### src/rtl/meter_button_conditioner.sv
// meter_button_conditioner
// Conditions six raw pushbuttons (add1..add4, rst1, rst2) into clean
// single-cycle command pulses for the parking meter FSM: 2-flop
// synchronizer, counter debounce, rising-edge press detection, fixed
// priority arbitration (rst1 > rst2 > add1 > add2 > add3 > add4) and a
// registered output stage.
// Optional feature macro: AUTO_REPEAT_EN (auto-repeat on held add buttons).
//
// Internal vectors use the btn_level ordering throughout:
//   bit 5 = rst1, bit 4 = rst2, bit 3 = add1, bit 2 = add2,
//   bit 1 = add3, bit 0 = add4.
module meter_button_conditioner #(
    parameter int DEBOUNCE_CYCLES = 5,
    parameter int HOLD_CYCLES     = 100,
    parameter int REPEAT_CYCLES   = 50
) (
    input  logic       clk,
    input  logic       rst,
    input  logic       add1_raw,
    input  logic       add2_raw,
    input  logic       add3_raw,
    input  logic       add4_raw,
    input  logic       rst1_raw,
    input  logic       rst2_raw,
    output logic       add1,
    output logic       add2,
    output logic       add3,
    output logic       add4,
    output logic       rst1,
    output logic       rst2,
    output logic [5:0] btn_level,
    output logic       collision
);

    // Reject parameter values the 4-bit debounce counter and the repeat
    // counters cannot represent.
    if (DEBOUNCE_CYCLES < 1 || DEBOUNCE_CYCLES > 15 ||
        HOLD_CYCLES < 1 || HOLD_CYCLES > 65535 ||
        REPEAT_CYCLES < 1 || REPEAT_CYCLES > 65535) begin : g_bad_params
        $error("meter_button_conditioner: parameter out of range");
    end

    localparam logic [3:0] DB_LAST = 4'(DEBOUNCE_CYCLES - 1);

    logic [5:0] raw_vec;
    logic [5:0] sync1;
    logic [5:0] sync2;
    logic [5:0] level;
    logic [5:0] level_q;
    logic [3:0] db_cnt [6];
    logic [5:0] press_ev;
    logic [5:0] ev;
    logic [5:0] grant;
    logic       drop;
    logic [5:0] cmd_q;

    assign raw_vec = {rst1_raw, rst2_raw, add1_raw, add2_raw, add3_raw, add4_raw};

    // Two-flop synchronizer for the asynchronous button levels.
    always_ff @(posedge clk) begin
        if (rst) begin
            sync1 <= '0;
            sync2 <= '0;
        end else begin
            sync1 <= raw_vec;
            sync2 <= sync1;
        end
    end

    // Debounce: accept a new level only after DEBOUNCE_CYCLES consecutive
    // samples that disagree with the current stable level.
    always_ff @(posedge clk) begin
        if (rst) begin
            level <= '0;
            for (int i = 0; i < 6; i++) db_cnt[i] <= '0;
        end else begin
            for (int i = 0; i < 6; i++) begin
                if (sync2[i] == level[i]) begin
                    db_cnt[i] <= '0;
                end else if (db_cnt[i] == DB_LAST) begin
                    level[i]  <= sync2[i];
                    db_cnt[i] <= '0;
                end else begin
                    db_cnt[i] <= db_cnt[i] + 4'd1;
                end
            end
        end
    end

    // Delayed copy of the stable levels used to spot 0->1 transitions.
    always_ff @(posedge clk) begin
        if (rst) level_q <= '0;
        else     level_q <= level;
    end

    assign press_ev = level & ~level_q;

`ifdef AUTO_REPEAT_EN
    localparam logic [15:0] HOLD_LAST = 16'(HOLD_CYCLES);
    localparam logic [15:0] REP_LAST  = 16'(REPEAT_CYCLES);

    // rep_cnt counts cycles since the last emitted press/repeat; rep_phase
    // selects between the initial hold delay and the repeat spacing.
    logic [15:0] rep_cnt [4];
    logic [3:0]  rep_phase;
    logic [3:0]  rep_ev;

    // A repeat event fires when a still-held add button reaches its target.
    always_comb begin
        rep_ev = '0;
        for (int i = 0; i < 4; i++) begin
            rep_ev[i] = level[i] && (rep_cnt[i] == (rep_phase[i] ? REP_LAST : HOLD_LAST));
        end
    end

    // Repeat counters for the add buttons; release clears them.
    always_ff @(posedge clk) begin
        if (rst) begin
            rep_phase <= '0;
            for (int i = 0; i < 4; i++) rep_cnt[i] <= '0;
        end else begin
            for (int i = 0; i < 4; i++) begin
                if (!level[i]) begin
                    rep_cnt[i]   <= '0;
                    rep_phase[i] <= 1'b0;
                end else if (press_ev[i]) begin
                    rep_cnt[i]   <= 16'd1;
                    rep_phase[i] <= 1'b0;
                end else if (rep_ev[i]) begin
                    rep_cnt[i]   <= 16'd1;
                    rep_phase[i] <= 1'b1;
                end else begin
                    rep_cnt[i]   <= rep_cnt[i] + 16'd1;
                end
            end
        end
    end

    assign ev = press_ev | {2'b00, rep_ev};
`else
    assign ev = press_ev;
`endif

    // Fixed-priority arbitration; anything not granted this cycle is dropped.
    always_comb begin
        grant = '0;
        if      (ev[5]) grant = 6'b100000;
        else if (ev[4]) grant = 6'b010000;
        else if (ev[3]) grant = 6'b001000;
        else if (ev[2]) grant = 6'b000100;
        else if (ev[1]) grant = 6'b000010;
        else if (ev[0]) grant = 6'b000001;
        drop = |(ev & ~grant);
    end

    // Registered command pulses and collision flag.
    always_ff @(posedge clk) begin
        if (rst) begin
            cmd_q     <= '0;
            collision <= 1'b0;
        end else begin
            cmd_q     <= grant;
            collision <= drop;
        end
    end

    assign {rst1, rst2, add1, add2, add3, add4} = cmd_q;
    assign btn_level = level;

endmodule

### config.mk
export PLATFORM = sky130hd
export DESIGN_NAME = meter_button_conditioner
export DESIGN_NICKNAME = d
export VERILOG_FILES = /design/src/rtl/meter_button_conditioner.sv
export SDC_FILE = /design/constraint.sdc
export NUM_CORES = 1
export LEC_CHECK = 0
export CAP_MARGIN = 20
export CORE_UTILIZATION = 60
export DETAILED_ROUTE_END_ITERATION = 8
export DONT_BUFFER_PORTS = 1
export PLACE_DENSITY = 0.87
export SLEW_MARGIN = 25
export SYNTH_ARGS = -nofsm -noshare
export SYNTH_HDL_FRONTEND = slang
export SYNTH_SLANG_ARGS = --single-unit
### constraint.sdc
create_clock -name clk -period 2 [get_ports clk]
set_clock_uncertainty 0.15 [all_clocks]
set_input_delay 0.4 -clock clk [delete_from_list [all_inputs] [get_ports clk]]
set_output_delay 0.4 -clock clk [all_outputs]
set_load 0.01 [all_outputs]
==> results.cfg <==
[sta]
final.setup.tns_ps = 0
hold_violations = 0
min_period_ps = 1653
rsz0062_at_grt = no
slew_violations = 0
setup_viol = 0
min_period_over_period_pct = 82.63
fmax_mhz = 605.1

[clock_network]
h-tree-depth = 2
post_cts_buffers = 0
cts.path.max_buffers = 2
cts_tree = yes
clk_latency_ps = 300
cts-buffers-inserted = 5
cts-root-buf = clkbuf_8
cts.reportedPaths.clkPinSlew_ps = 100
cts_resized = 0
ctsHoldBuffers = 0
clock-sinks = 55

[synth]
synth-edff-count = 24
synth_top_area_share_pct = 31.20
netlist_area_mm2 = 0.002310
seq_area_frac_synth_pct = 58.07
syn_avg_cell_area_um2 = 11.16
synth_cell_types = 27
ys.flop_type = dfxtp_1
synth_warnings = 0
syn_inst = 207
synth_top_cell_by_area = edfxtp_1
synth_seq_cells = 55
synth.area.top_cells = edfxtp_1 31%, dfxtp_1 27%, ha_1 6.5%
synthArstFlopShare_pct = 0

[floorplan]
die_h_um = 64.05
io_pins = 21
core-area_mm2 = 0.003689
fp-row-count = 22
die-area_mm2 = 0.004102
initial_core_util_pct = 62.62
die_w_um = 64.05

[flow_run]
max_cap_viol_count = 0

[cells_and_area]
multi_input_area_um2 = 967.2
final_area_mm2 = 0.002537
final_net_count = 256
layout_common_cells = 33 x nor2_1, 31 x dfxtp_1, 24 x edfxtp_1, 24 x conb_1, 19 x nor2b_1
final_common_cell = nor2_1
diodes = 0
drive_gt1_share_pct = 5.485
fillerInstances = 278
area_delta_synth_final_pct = 9.859
seqCellArea_mm2 = 0.001341

[global_routing]
grt_pass1_wl_um = 5671
grt-ovfl-total = 0
track_usage_pct = 18.54
grt_pass1_vias = 1309
antenna_found_initial = 0
grt_max_degree = 36

[worst_setup_path]
crit_arrival_ps = 1670
r2r_start = db_cnt[2][0]$_SDFFCE_PN0P_
crit_type = register to register
crit_start = db_cnt[2][0]$_SDFFCE_PN0P_
cp_max_fo = 4
setup.worst_path.end_class = register
start_kind = register
cp.required_ps = 2010

[routing]
vias = 1369
wire_per_inst_um = 11.95
ant_nets = 0
viasPerCell = 4.804
drt-initial-drc-count = 108
drcViolationCount = 0
dr.pass1.iters = 4
wirelength_um = 3406

[placed_design]
dp_hpwl_um = 2417
place.gp.congestion = 0.8030
placed_area_mm2 = 0.002436
port_buffers = 0

[power_and_ir_drop]
cellPowerDensity_mw_per_mm2 = 749.0
irDropWorstVdd_mv = 0.5813
p_leak_nw = 1.037

[hold_path]
hp-class = input port to register
worstHoldStart = rst

[run_status]
status = completed
[synth_stat cells, types with 2 or more instances]
cell,instances
inv_1,18
nor2_1,33
edfxtp_1,24
o21ai_0,4
dfxtp_1,31
a21oi_1,3
and3b_1,4
nand3_1,6
nand2_1,7
xor2_1,6
or3_4,4
nand2b_1,6
or3_1,2
mux2i_1,4
nor3_2,2
xnor2_1,12
nor4_1,2
ha_1,12
nor2b_1,19
[state kept, by name, summed over array words and instances, names as in the netlist]
signal	flops
sync1	6
cmd_q	6
collision	1
level_q	6
sync2	6
btn_level	6
db_cnt	24
[report_power, final]
part           internal, mW  switching (mW)
logic                0.0428          0.0488
clock network         0.247           0.329
registers              1.21          0.0269
total                  1.50           0.404
[kinds of logic after synthesis]
family                     share of synthesized area, %
and+or+nand+nor                                   21.07
DFF                                               58.07
buffers and inverters                             3.791
xor gates and xnor gates                          6.826
adders and majority gates                         6.500
AOI/OAI and AO/OA                                 1.842
muxes                                             1.734
other                                            0.1624
[per-stage QoR]
stage                     utilization, %  setup WS, ps  power (mW)  hold slack (ps)  cells
after global routing               68.79         242.9       1.987            1.497    285
after CTS                          68.25         328.8       1.903            2.684    283
after floorplan                        -         470.8       1.333            263.8    230
after global placement             66.04         430.6       1.336            269.5    275
after detailed placement           66.04         348.8       1.342            272.0    275
final                              68.79         347.3       1.901            18.39    285
[critical path: stages, from the launching register on]
cell	delay, ps
edfxtp_1	410
inv_1	60
ha_1	190
and3b_1	210
or3_4	390
nor2_1	110
[per-layer routing]
| metal | up-vias | track usage, % | routed length [um] |
|---|---|---|---|
| met5 | - | 0 | 0 |
| met4 | 0 | 6.818 | 24 |
| met1 | 622 | 21.21 | 1524 |
| li1 | 707 | - | - |
| met2 | 36 | 32.05 | 1705 |
| met3 | 4 | 6.071 | 153 |
[layout make-up]
cell class,instances,share of cell area (%)
Timing Repair Buffer,2,0.7890
Inverter,18,2.663
Clock buffer,7,3.008
Tap cell,48,2.367
Multi-Input combinational cell,154,38.12
Sequential cell,55,52.86
Clock inverter,1,0.1972
[path summary, 6_finish.rpt]
path                           endpoint  slack (ps)  depth (start not counted)
max          db_cnt[2][0]$_SDFFCE_PN0P_         350                          5
min                 sync1[1]$_SDFF_PP0_          20                          1
max reg2reg  db_cnt[2][0]$_SDFFCE_PN0P_         350                          5
min reg2reg         sync2[5]$_SDFF_PP0_         290                          1
No activity file was read; power rests on OpenSTA's default activity.
